[src/rtl/mul_seq_ctrl.sv]
// ============================================================================
// Module   : mul_seq_ctrl (with helper adder_la4)
// Purpose  : Multicycle unsigned shift-add multiplier sharing one N-bit adder.
// Revision : 1.0
// ============================================================================
`default_nettype none

module adder_la4 #(
  parameter int N = 32
) (
  input  logic [N-1:0] a_i,
  input  logic [N-1:0] b_i,
  input  logic         cin_i,
  output logic [N-1:0] sum_o,
  output logic         cout_o
);

  logic [N-1:0] w_g;
  logic [N-1:0] w_p;
  logic [N-1:0] w_carry;
  logic [3:0]   w_g4;
  logic [3:0]   w_p4;
  logic         w_cg;
  logic         w_c1;
  logic         w_c2;
  logic         w_c3;

  assign w_g = a_i & b_i;
  assign w_p = a_i ^ b_i;

  // Full lookahead inside each 4-bit group; group carries ripple between groups.
  always_comb begin
    w_carry = '0;
    w_g4    = '0;
    w_p4    = '0;
    w_c1    = 1'b0;
    w_c2    = 1'b0;
    w_c3    = 1'b0;
    w_cg    = cin_i;
    for (int i = 0; i < N / 4; i++) begin
      w_g4 = w_g[4*i +: 4];
      w_p4 = w_p[4*i +: 4];
      w_c1 = w_g4[0] | (w_p4[0] & w_cg);
      w_c2 = w_g4[1] | (w_p4[1] & w_g4[0]) | (w_p4[1] & w_p4[0] & w_cg);
      w_c3 = w_g4[2] | (w_p4[2] & w_g4[1]) | (w_p4[2] & w_p4[1] & w_g4[0])
           | (w_p4[2] & w_p4[1] & w_p4[0] & w_cg);
      w_carry[4*i +: 4] = {w_c3, w_c2, w_c1, w_cg};
      w_cg = w_g4[3] | (w_p4[3] & w_g4[2]) | (w_p4[3] & w_p4[2] & w_g4[1])
           | (w_p4[3] & w_p4[2] & w_p4[1] & w_g4[0])
           | (w_p4[3] & w_p4[2] & w_p4[1] & w_p4[0] & w_cg);
    end
  end

  assign sum_o  = w_p ^ w_carry;
  assign cout_o = w_cg;

endmodule

module mul_seq_ctrl #(
  parameter int N = 32
) (
  input  logic           clk,
  input  logic           rst,
  input  logic           start_valid,
  output logic           start_ready,
  input  logic [N-1:0]   a,
  input  logic [N-1:0]   b,
  output logic           res_valid,
  input  logic           res_ready,
  output logic [2*N-1:0] y,
  output logic           busy
);

  localparam int CW = $clog2(N + 1);
  localparam logic [CW-1:0] CNT_INIT = CW'(N);
  localparam logic [CW-1:0] CNT_LAST = CW'(1);

  typedef enum logic [1:0] {
    S_IDLE = 2'd0,
    S_RUN  = 2'd1,
    S_DONE = 2'd2
  } state_e;

  state_e         state_q, state_d;
  logic [N-1:0]   mcand_q, mcand_d;
  // Upper product half; the adder carry is folded in by the shift, so the
  // extra top bit of the accumulator would always read zero and is not kept.
  logic [N-1:0]   acc_q, acc_d;
  logic [N-1:0]   q_q, q_d;
  logic [CW-1:0]  cnt_q, cnt_d;
  logic [2*N-1:0] y_q, y_d;

  logic [N-1:0]   w_addend;
  logic [N-1:0]   w_sum;
  logic           w_cout;

  assign w_addend = q_q[0] ? mcand_q : '0;

  adder_la4 #(.N(N)) u_adder (
    .a_i    (acc_q),
    .b_i    (w_addend),
    .cin_i  (1'b0),
    .sum_o  (w_sum),
    .cout_o (w_cout)
  );

  always_comb begin
    state_d     = state_q;
    mcand_d     = mcand_q;
    acc_d       = acc_q;
    q_d         = q_q;
    cnt_d       = cnt_q;
    y_d         = y_q;
    start_ready = 1'b0;
    res_valid   = 1'b0;
    busy        = 1'b0;
    case (state_q)
      S_IDLE: begin
        start_ready = 1'b1;
        if (start_valid) begin
          mcand_d = a;
          q_d     = b;
          acc_d   = '0;
          cnt_d   = CNT_INIT;
          state_d = S_RUN;
        end
      end
      S_RUN: begin
        busy  = 1'b1;
        acc_d = {w_cout, w_sum[N-1:1]};
        q_d   = {w_sum[0], q_q[N-1:1]};
        cnt_d = cnt_q - CNT_LAST;
        if (cnt_q == CNT_LAST) begin
          y_d     = {w_cout, w_sum, q_q[N-1:1]};
          state_d = S_DONE;
        end
      end
      S_DONE: begin
        res_valid = 1'b1;
        if (res_ready) begin
          state_d = S_IDLE;
        end
      end
      default: begin
        state_d = S_IDLE;
      end
    endcase
  end

  always_ff @(posedge clk) begin
    if (rst) begin
      state_q <= S_IDLE;
      mcand_q <= '0;
      acc_q   <= '0;
      q_q     <= '0;
      cnt_q   <= '0;
      y_q     <= '0;
    end else begin
      state_q <= state_d;
      mcand_q <= mcand_d;
      acc_q   <= acc_d;
      q_q     <= q_d;
      cnt_q   <= cnt_d;
      y_q     <= y_d;
    end
  end

  assign y = y_q;

endmodule

`default_nettype wire

[config.mk]
export PLATFORM = sky130hd
export DESIGN_NAME = mul_seq_ctrl
export DESIGN_NICKNAME = d
export VERILOG_FILES = /design/src/rtl/mul_seq_ctrl.sv
export SDC_FILE = /design/constraint.sdc
export NUM_CORES = 1
export LEC_CHECK = 0
export ABC_AREA = 1
export BUFFER_PORTS_ARGS = -buffer_cell sky130_fd_sc_hd__buf_2
export CORE_UTILIZATION = 40
export CTS_CLUSTER_DIAMETER = 40
export DETAILED_ROUTE_END_ITERATION = 6
export PLACE_DENSITY_LB_ADDON = 0.08
export SLEW_MARGIN = 0
export SYNTH_ARGS = -nofsm -noshare
export SYNTH_HDL_FRONTEND = slang
export SYNTH_SLANG_ARGS = --single-unit
[constraint.sdc]
create_clock -name clk -period 2.8 [get_ports clk]
set_input_delay 0 -clock clk [delete_from_list [all_inputs] [get_ports clk]]
set_output_delay 0 -clock clk [all_outputs]
set_load 0.03 [all_outputs]
After elaboration in Yosys (flattened, before gate mapping):

Cells that the tools add are included.

* register bits: 168
* output and inout bits: 67

* add/subtract/negate cells: 1
* eq/ne operators: 6
* mux-type cells: 14
* bitwise logic cells: 200
* reduce and logical (&&, ||, !) cells: 6

Operators by type and width (number)
* $pmux 32 s2: 2
* $and 1x1->1: 121
* $mux 32: 3
* $or 1x1->1: 76
* $xor 32x32->32: 2
* $and 32x32->32: 1
* $pmux 6 s2: 1
* $eq 6x1->1 const B: 1
* $mux 2: 3
* $mux 6: 1
* $ne 2x2->1 const B: 3
* $pmux 2 s3: 1
* $reduce_and 2->1: 3
* $sub 6x1->6 const B: 1
* $mux 1: 3
* $reduce_and 3->1: 1
* $eq 2x1->1 const B: 1
* $eq 2x2->1 const B: 1
* $logic_not 2->1: 1
* $reduce_bool 2->1: 1

Logic depth before layout (Yosys ltp):

Gate-level depths: netlist (run 1).

* word-level depth: 22
* mapped depth: 28
* gate-level depth less buffers: 26

By module:

Synthesis (run 1) repeated with hierarchy kept, for this count alone.

* cell total of the unflattened synthesis: 1121
* area, all modules: 8242.9 µm²

By module, submodules not included
* mul_seq_ctrl: instances 1, cells each 936, area an instance 6884.1 µm², sequential area each 3363.2 µm²
* adder_la4: instances 1, cells each 185, area an instance 1358.8 µm², sequential area each 0.0 µm²

Worst setup path before layout (run 1):

Ideal clock, no wire load.

* kind: register -> register
* start: reg q_q[0]
* end: reg acc_q[23]
* library setup time: 0.070 ns
* arrival time: 2.920 ns
* required time: 2.730 ns
* slack: -0.190 ns
* cell stages (with the launch flop): 23
* buffers on the path: 2
* clock period less this slack: 2.990 ns
* cell sequence: dfxtp_1 > clkbuf_1 > clkbuf_1 > nand2_1 > inv_1 > ha_1 > or2_0 > nand2_1 > nand2_2 > nand2_2 > nand2_2 > nand2_1 > nand2_1 > nand2_1 > nand2_1 > nand2_1 > nand2_2 > nand2_2 > nand2_4 > inv_1 > fa_1 > or2_2 > a21oi_1

* cells in the longest elaborated chain, start to end: 18
* elaborated cells between the ends (all ways): 68

Ends and longest elaborated chain
* from (decl): RTL line 89 `logic [N-1:0] q_q, q_d;`
* from (signal assigned): RTL line 162 `q_q <= q_d;`
* $mux 32 (*): RTL line 97 `assign w_addend = q_q[0] ? mcand_q : '0;`
* $xor 32x32->32 / $and 32x32->32 (equally long branches): RTL line 29, 28
* $and 1x1->1, on equally long branches: RTL line 48, 49
* $or 1x1->1 (tied with other cells): RTL line 48 `w_cg = w_g4[3] | (w_p4[3] & w_g4[2]) | (w_p4[3] & w_p4[2] & w_g4[1])`
* $or 1x1->1 / $and 1x1->1 (equally long branches): RTL line 48, 49
* $or 1x1->1: RTL line 49 `| (w_p4[3] & w_p4[2] & w_p4[1] & w_g4[0])`
* $and 1x1->1: RTL line 50 `| (w_p4[3] & w_p4[2] & w_p4[1] & w_p4[0] & w_cg);`
* $or 1x1->1: RTL line 50
* [2 not listed]
* $and 1x1->1: RTL line 50
* $or 1x1->1: RTL line 50
* $and 1x1->1: RTL line 50
* $or 1x1->1: RTL line 50
* $and 1x1->1: RTL line 50
* $or 1x1->1: RTL line 50
* $xor 32x32->32 (*): RTL line 54 `assign sum_o = w_p ^ w_carry;`
* $pmux 32 s2 (*): RTL line 117 `case (state_q)`
* to (signal assigned): RTL line 154 `acc_q <= '0;`
* to (signal assigned): RTL line 161 `acc_q <= acc_d;`
* to (decl): RTL line 88 `logic [N-1:0] acc_q, acc_d;`

Every way passes the cells marked *; elsewhere a longest branch is shown, timed or not.
A chain may end at the register's enable or synchronous reset.

Final worst setup path (run 1):

Same ends and word-level chain as after synthesis.

==> flow_summary.ini, run 1 <==
[worst_setup_path]
ff2ff_path_depth = 21
cpMostUsedCell = nand2_2
end_kind = flop
slowest_stage = fa_2
crit_chain = buf_12 > buf_16 > nand2_4 > inv_2 > ha_4 > nand3_2 > nor2_2 > nand2_2 > nand2_2 > nand2_2 > nand2_2 > nand2_2 > nand2_2 > nand2_2 > nand2_2 > nand2_2 > nand2_4 > inv_2 > fa_2 > or2_4 > a21oi_2
crit_fanout = 5
r2r_start = q_q[0]
worst_r2r_endpoint = acc_q[23]
cp.required_ps = 3160
start_kind = flop
reg2reg_slack_ps = 50
crit_start = q_q[0]
worst-setup-path-type = flop to flop
cp.arrival_ps = 3100
critPathMaxStageDelay_ps = 450

[synth]
synthTopCellsByArea = dfxtp_1, nand2_1, nor2_1
syn_area_mm2 = 0.007690
synthAdderAreaFrac_pct = 7.615
synth_top_area_share_pct = 43.74
synth_compound_area_share_pct = 15.54
synth_top_family_by_area = simple AND/OR/NAND/NOR gates
synth-xor-area-share_pct = 2.050
ys_seq_area_share_pct = 43.74
yosysTopAreaCell = dfxtp_1
avgSynthCellArea_um2 = 7.473
synth_nets = 1139
ys_seq_elements = 168
muxShareOfSynthArea_pct = 0
ys_types = 35
yosysWarningCount = 0
synthSimpleGateAreaFrac_pct = 22.96
synth_cells = 1029

[final_layout]
finalNetCount = 1335
final_cells = 1472
fin_area_mm2 = 0.01030
diodes = 0
final-seq-area_mm2 = 0.003367
area.growth.synth_to_final_pct = 33.97
nFillCells = 1847
layout_common_cells = nand2_1, dfxtp_1, nor2_1
drive_gt1_share_pct = 23.10
multi_input_area_mm2 = 0.003976
final_common_cell = nand2_1

[floorplanning]
io_pins = 135
dieArea_mm2 = 0.01978
core_mm2 = 0.01877
fp.dieH_um = 140.7
start_util_pct = 40.97
die_w_um = 140.7
rows = 50

[sta]
period_share_pct = 98.07
finalHoldViolCount = 0
fin_skew_ps = 8.840
rsz0062_at_grt = true
tns_ps = 0
worst_slew_pin_slew_ps = 765.9
fmaxAchievable_mhz = 364.2
slew_headroom_pct = 48.94
period_minus_slack_ps = 2746
drv_slew = 0
setup_viol = 0

[drt]
routed_via_density = 4.804
routed_wl_um = 20180
wl_per_cell_um = 13.71
ant_nets = 0
firstDrtPassIters = 4
drt-initial-drc-count = 318
drcViolationCount = 0
via_count = 7072

[grt]
use_met2_pct = 34.67
grt.busiest_layer = met2
grt_use_met3_pct = 3.702
grt_pass1_vias = 6598
grtUsageMet1_pct = 27.47
antenna_found_initial = 0
grt-ovfl-total = 0
grt_pass1_wl_um = 32600
grt_usage_pct = 20.76
grt_max_degree = 128

[hold_path]
whs_path_depth = 4
holdPathEnd = mcand_q[18]
hold_path_class = input port to flop
hold_path.startpoint = rst

[power]
switching_share_pct = 27.90
pwr-share-comb_pct = 13.5
pwr-share-clk_pct = 40.6
p_seq_share_pct = 45.9
cellPowerDensity_mw_per_mm2 = 545.7
internal_power_mw = 4.053
switchingPower_mw = 1.568
p_leak_nw = 4.633
irDropWorstVdd_mv = 0.4580

[placed_design]
dp_hpwl_um = 12210
place.gp.congestion = 0.8067
post-place-cells = 1365
port_buffers = 134
placed_area_mm2 = 0.008723

[clock_tree]
cts_tree = done
numCtsBuffers = 17
cts_root_buffer = clkbuf_16
cts.sinks = 168
h-tree-depth = 4
clk_latency_ps = 430
clock_path_buffers = 2
cts.clk_slew.worst_paths_ps = 70

[flow_run]
maxCapViolCount = 0

[outcome]
outcome = finished, final reports clean
critical path, delay by kind of cell (launching register included):
kind | cells | cell delay [ps]
flip-flops | 1 | 370
AND/OR/NAND/NOR | 14 | 1140
adder cells (fa/ha/maj) | 2 | 720
AO/OA/AOI/OAI | 1 | 110
buffers and inverters | 4 | 340
metal layers:
metal | up-vias | part of all wire, %
met3 | 10 | 4.1
met1 | 3206 | 49
li1 | 3711 | -
met5 | - | 0
met2 | 145 | 47
met4 | 0 | 0.74
timing repair:
item	in CTS	in global routing
buffers inserted	5	5
setup endpoints to repair	9	21
gates resized for setup	24	34
pin swaps	14	20
cloned	1	0
hold buffers	65	0
hold endpoints to repair	65	0
cell usage after synthesis:
library cell / n
a311oi_1: 1
nand2_4: 3
o21ai_0: 48
xnor2_1: 12
a221oi_1: 19
inv_2: 1
nand3_2: 2
a31oi_1: 14
or2_0: 1
o21ai_2: 1
or2_2: 12
buf_2: 6
clkbuf_4: 1
fa_1: 8
nor3_1: 1
nand4_1: 2
nand3_1: 18
nor2_1: 166
nand3b_1: 2
ha_1: 34
nand2_2: 8
clkbuf_1: 46
buf_1: 6
or2_1: 1
nand2_1: 219
or3_1: 1
inv_1: 103
a211oi_1: 27
a21oi_2: 2
o21bai_1: 2
a21o_1: 3
dfxtp_1: 168
o21ai_1: 3
a21oi_1: 82
xor2_1: 6
power groups by stage:
stage	Sequential, mW	Combinational (mW)	Clock (mW)
after CTS	2.58	0.755	2.35
after global placement	2.63	0.666	0
after global routing	2.59	0.846	2.45
final	2.58	0.759	2.28
after detailed placement	2.63	0.666	0
after floorplan	2.66	0.395	0
worst max path at each step:
stage,cells past startpoint,slack [ps],to
floorplan,21,0.5,acc_q[23]
global placement,20,-10,acc_q[23]
detailed placement,20,-90,acc_q[23]
CTS,19,1,acc_q[19]
global route,23,-100,y[60]
finish,21,50,acc_q[23]
per-stage QoR:
stage	hold slack, ps	setup WS [ps]	util (%)	power (mW)
after floorplan	154.7	0.4803	-	3.054
after global placement	254.4	-9.808	46.48	3.295
after detailed placement	256.2	-90.72	46.48	3.297
after CTS	170.6	1.035	53.99	5.682
after global routing	179.4	-103.6	54.89	5.894
final	167.6	54.10	54.89	5.622
final cells by class:
cell class | instances | share of cell area, %
Multi-Input combinational cell | 698 | 38.60
Sequential cell | 168 | 32.68
Timing Repair Buffer | 236 | 16.58
Clock buffer | 17 | 4.129
Inverter | 104 | 3.789
Tap cell | 234 | 2.842
Clock inverter | 15 | 1.385
sequential cells by signal (all words and copies together) (netlist names):
signal   count
q_q         32
state_q      2
cnt_q        6
y           64
mcand_q     32
acc_q       32
logic make-up (layout without fill, tap and decap cells):
group,Yosys count,count (layout)
XOR/XNOR,18,18
AO/OA/AOI/OAI,202,202
buffers and inverters,163,372
flip-flops,168,168
AND/OR/NAND/NOR,436,436
adder cells (fa/ha/maj),42,42
(Power assumes the default switching activity.)
==> inputs of run 2 (changes only) <==
ABC_AREA = unset   (was 1)
ABC_CLOCK_PERIOD_IN_PS = 2800   (was unset)
==> run 2 against run 1 <==
Compared with the run above:
- the flow now finishes with violations (negative setup slack)
- maximum frequency down 8.1%
- largest cell class unchanged
- global-route usage increased by 1.5 points
- design area rose by 2.6%
- sequential power is 2% lower
- utilization grew 1.5 points
- area after synthesis grew 0.15%
- register-to-register slack lost 240 ps
- critical path type unchanged
- combinational power shrank 22%
- critical endpoint is now acc_q[28]
- sequential share of layout area shrank 0.84 points
- synthesized cell count is 7.6% lower
- clock-buffer cell count up 1
- highest routed layer unchanged
==> flow_summary.ini, run 2 <==
[sta]
period_share_pct = 106.7
fin_skew_ps = 15.66
worst_slew_pin_slew_ps = 814.6
timing.hold.ws_ps = 26.98
period_minus_slack_ps = 2987
slew_headroom_pct = 45.70
fmaxAchievable_mhz = 334.8
layout_setup_ws_ps = -186.8
setup_viol = 12
finalHoldViolCount = 0
rsz0062_at_grt = true
drv_slew = 0
tns_ps = -1056

[floorplanning]
die_w_um = 140.8
dieArea_mm2 = 0.01981
core_mm2 = 0.01877
fp.dieH_um = 140.8
start_util_pct = 41.03
io_pins = 135
rows = 50

[synth]
synth_top_area_share_pct = 43.67
synth_nets = 1061
ys.flop_type = dfxtp_1
synthTopCellsByArea = dfxtp_1, nand2_1, a21oi_1
ys_seq_area_share_pct = 43.67
ys_types = 59
syn_area_mm2 = 0.007701
yosys-top-cells-count = nand2_1, dfxtp_1, a21oi_1
avgSynthCellArea_um2 = 8.098
synth_edf_count = 0
ys_async_sr_fraction_pct = 0
ys_seq_elements = 168
yosysTopAreaCell = dfxtp_1
yosysMostFrequentCell = nand2_1
yosysWarningCount = 0
synth_cells = 951

[clock_tree]
cts.sinks = 168
clock_path_buffers = 2
cts.clk_slew.worst_paths_ps = 70
h-tree-depth = 4
clk_latency_ps = 430
cts_tree = done
numCtsBuffers = 17
cts_root_buffer = clkbuf_16

[grt]
grt-ovfl-total = 0
grt_max_degree = 78
grt_pass1_wl_um = 35160
antenna_found_initial = 0
grt_pass1_vias = 7085
grt_usage_pct = 22.27

[power]
p_leak_nw = 4.399
cellPowerDensity_mw_per_mm2 = 512.4
irDropWorstVdd_mv = 0.4701

[drt]
via_count = 7300
routed_via_density = 5.123
drcViolationCount = 0
routed_wl_um = 21490
wl_per_cell_um = 15.08
ant_nets = 0
firstDrtPassIters = 5
drt-initial-drc-count = 359

[final_layout]
multi_input_area_mm2 = 0.004329
final_common_cell = nand2_1
area.growth.synth_to_final_pct = 37.32
layout_common_cells = nand2_1, dfxtp_1, a21oi_1
final_cells = 1425
diodes = 0
nFillCells = 1795
final-seq-area_mm2 = 0.003367
finalNetCount = 1288
drive_gt1_share_pct = 25.94
fin_util_pct = 56.35
largest_register_ff_count = 64

[worst_setup_path]
crit_fanout = 4
worst-setup-path-type = flop to flop
ff2ff_path_depth = 15
crit_end = acc_q[28]
worst_r2r_endpoint = acc_q[28]
reg2reg_slack_ps = -190
r2r_start = q_q[0]
cp.required_ps = 3110
start_kind = flop
crit_start = q_q[0]
cp.arrival_ps = 3290
end_kind = flop

[placed_design]
post-place-cells = 1315
port_buffers = 134
pre_cts_ws_ps = -375.6
dp_hpwl_um = 14180
place.gp.congestion = 0.8369

[outcome]
outcome = finished with violations
violations = negative setup slack

[hold_path]
whs_path_depth = 2
hold_path_class = input port to flop

[flow_run]
maxCapViolCount = 0
run 2: cell types whose count changed after synthesis, sizes merged, moves of 15 or more:
| cell | change |
|---|---|
| nor2 | -124 |
| a21oi | +61 |
| and2 | +28 |
| inv | -77 |
| o21ai | -36 |
| a221oi | -18 |
| a22oi | +33 |
| a211oi | -15 |
run 2: worst min-delay path by stage:
stage / endpoint / start
5_1_grt: cnt_q[1] / rst
3_5_place_dp: mcand_q[23] / a[23]
2_1_floorplan: mcand_q[0] / a[0]
6_report: acc_q[28] / rst
3_3_place_gp: mcand_q[23] / a[23]
4_1_cts: acc_q[28] / rst
run 2: per-stage QoR:
stage	instance area, µm²	power [mW]
CTS	10410	5.459
floorplan	7874	2.894
detailed placement	9035	3.088
global placement	9035	3.083
global route	10580	5.638
finish	10580	5.419
run 2: critical path: stages, from the launching register on:
cell      delay (ps)
dfxtp_4          370
buf_6            130
and2_4           140
ha_4             210
and4_4           190
nor3b_4          150
a221oi_4         330
o31ai_4          100
a22o_4           250
a21boi_4         150
o21ai_2           70
fa_2             350
xnor2_2          170
nor2_1            60
a31oi_1          140
nor2_1            50
run 2: logic make-up after synthesis:
group	Yosys count	share of synthesized area (%)
and+or+nand+nor	373	21.25
AOI/OAI and AO/OA	257	20.50
DFF	168	43.67
buffers and inverters	91	4.663
adders and majority gates	42	7.604
xor gates and xnor gates	18	2.047
muxes	2	0.2600
run 2: layout make-up:
class	count	area share (%)
inverter	27	0.9584
tap	234	2.769
clock buffer	18	4.058
clock inverter	14	1.313
multi-input combinational	692	40.94
sequential	168	31.84
timing repair buffer	272	18.13
run 2: what timing repair did:
item                                    4_1_cts  5_1_grt
hold buffers                                 66        0
gates resized for setup                      25       27
endpoints found under the setup margin       21       31
pin swaps                                     5       12
endpoints found under the hold margin        66        0
setup buffers                                 5        7
run 2: layer usage:
metal,global-route usage [%],up-vias,part of all wire (%)
li1,-,3740,-
met1,29.20,3410,48
met2,37.00,126,47
met3,3.974,24,3.0
met4,7.380,0,1.6
met5,0,-,0
run 2: power breakdown:
group / total (mW) / internal [mW] / leakage, nW / switching, mW
Clock: 2.30 / 1.25 / 0.270 / 1.05
Sequential: 2.53 / 2.47 / 1.37 / 0.0604
Combinational: 0.589 / 0.245 / 2.76 / 0.344
Total: 5.42 / 3.96 / 4.40 / 1.45
==> inputs of run 3 (changes only) <==
==> constraint.sdc (replaced) <==
create_clock -name clk -period 2.8 [get_ports clk]
set_input_delay 0.28 -clock clk [delete_from_list [all_inputs] [get_ports clk]]
set_output_delay 0.28 -clock clk [all_outputs]
set_load 0.03 [all_outputs]
==> run 3 against run 2 <==
Compared with the run above:
- the run still ends with negative setup slack left
- largest power group unchanged
- critical path type unchanged
- non-clock buffer count is 66 lower
- critical path depth stayed put
- global-route usage is 0.69 points lower
- maximum frequency is 0.97% lower
- design area is 6.1% lower
- critical endpoint unchanged
- routed wire length is 2.5% lower
==> flow_summary.ini, run 3 (same netlist as run 2, synthesis figures left out) <==
[floorplanning]
io_pins = 135
die_w_um = 140.8
start_util_pct = 41.03
dieArea_mm2 = 0.01981
core_mm2 = 0.01877
rows = 50
fp.dieH_um = 140.8

[clock_tree]
cts_tree = done
clk_latency_ps = 430
numCtsBuffers = 17
postCtsHoldBufs = 0
clock_path_buffers = 2
cts.clk_slew.worst_paths_ps = 70
cts_root_buffer = clkbuf_16
cts.sinks = 168
h-tree-depth = 4

[hold_path]
holdPathEnd = mcand_q[21]
whs_path_depth = 3
hold_path_class = input port to flop
hold_path.startpoint = a[21]

[worst_setup_path]
worst-setup-path-type = flop to flop
start_kind = flop
worst_r2r_endpoint = acc_q[28]
crit_chain = buf_4 > and2_4 > ha_4 > and4_4 > nor3b_4 > a221oi_4 > o31ai_4 > a22o_4 > a21boi_4 > o21ai_2 > fa_2 > xnor2_2 > nor2_1 > a31oi_1 > nor2_1
cp.arrival_ps = 3310
cp.required_ps = 3100
ff2ff_path_depth = 15
crit_buf_inv = 1
cpMostUsedCell = nor2_1
slowest_stage = dfxtp_4
r2r_start = q_q[0]
reg2reg_slack_ps = -220
critPathMaxStageDelay_ps = 380
end_kind = flop
cp_top_family = compound AO/OA/AOI/OAI gates
crit_fanout = 7

[grt]
antenna_found_initial = 0
grt_pass1_vias = 6867
grt_pass1_wl_um = 34160
grt-ovfl-total = 0
grt_max_degree = 117
grt_usage_pct = 21.58

[final_layout]
drive_gt1_share_pct = 27.20
area.growth.synth_to_final_pct = 28.92
diodes = 0
fin_util_pct = 52.90
finalNetCount = 1222
final_common_cell = nand2_1
largest_register_ff_count = 64
final_cells = 1359
layout_common_cells = nand2_1, dfxtp_1, a21oi_1

[sta]
period_share_pct = 107.7
drv_slew = 0
rsz0062_at_grt = true
fmaxAchievable_mhz = 331.6
finalHoldViolCount = 0
layout_setup_ws_ps = -215.9
tns_ps = -1266
timing.hold.ws_ps = 84.36
period_minus_slack_ps = 3016
setup_viol = 13
slew_headroom_pct = 48.77
fin_skew_ps = 11.42
worst_slew_pin_slew_ps = 765.8

[drt]
drcViolationCount = 0
drt-initial-drc-count = 371
ant_nets = 0
via_count = 7087
routed_wl_um = 20960
wl_per_cell_um = 15.42
firstDrtPassIters = 4
routed_via_density = 5.215

[power]
irDropWorstVdd_mv = 0.4036
cellPowerDensity_mw_per_mm2 = 554.4
p_leak_nw = 4.116
p_total_mw = 5.505

[outcome]
outcome = finished with violations
violations = negative setup slack

[flow_run]
maxCapViolCount = 0

[placed_design]
dp_hpwl_um = 14150
post-place-cells = 1315
place.gp.congestion = 0.8441
port_buffers = 134
[run 3: cell types whose count changed in the layout (fill, tap and decap cells not counted), moves of 2 or more]
cell / change
a211oi_1: +2
buf_4: +3
and2_4: -2
and2_1: +2
clkinv_4: -2
bufinv_16: +2
buf_6: -2
a211oi_2: -3
dlygate4sd3_1: -66
[run 3: power breakdown]
group	internal [mW]	switching [mW]	leakage [nW]	total (mW)
Clock	1.42	1.04	0.294	2.46
Combinational	0.181	0.330	2.46	0.511
Sequential	2.47	0.0612	1.37	2.53
Total	4.08	1.43	4.12	5.50
[run 3: routing by layer]
layer,up-vias,part of all wire [%],GRT usage [%]
li1,3600,-,-
met1,3352,49,28.96
met2,122,47,35.40
met3,13,3.2,3.770
met4,0,0.89,6.465
met5,-,0,0
[run 3: what timing repair did]
action	4_1_cts	5_1_grt
setup buffers	7	6
endpoints found under the setup margin	25	33
gates resized for setup	21	24
pin swaps	8	9
[run 3: worst reg2reg max path: cells and delay by family, from the launching register on]
kind,cells,cell delay [ps]
AO/OA/AOI/OAI,6,1060
XOR/XNOR,1,160
adder cells (fa/ha/maj),2,570
buffers and inverters,1,150
flip-flops,1,380
AND/OR/NAND/NOR,5,580
[run 3: layout make-up]
type	count	area, µm²
fill	1844	8840
sequential	168	3367
multi-input combinational	692	4312
timing repair buffer	206	1241
tap	234	292.8
inverter	27	101.3
clock inverter	15	188.9
clock buffer	17	425.4
[run 3: worst max path at each step]
stage                 from        end  slack [ps]  cells past startpoint
finish              q_q[0]  acc_q[28]        -220                     15
global route        q_q[0]  acc_q[28]        -330                     15
CTS                 q_q[0]  acc_q[28]        -240                     15
detailed placement  q_q[0]  acc_q[28]        -410                     15
global placement    q_q[0]  acc_q[28]        -310                     15
floorplan           q_q[0]  acc_q[28]        -210                     15
[run 3: metrics by stage]
| step | area, µm² | worst slack (ps) |
|---|---|---|
| finish | 9928 | -215.9 |
| global route | 9928 | -326.3 |
| CTS | 9797 | -237.0 |
| detailed placement | 9035 | -407.3 |
| global placement | 9035 | -314.3 |
| floorplan | 7874 | -213.9 |
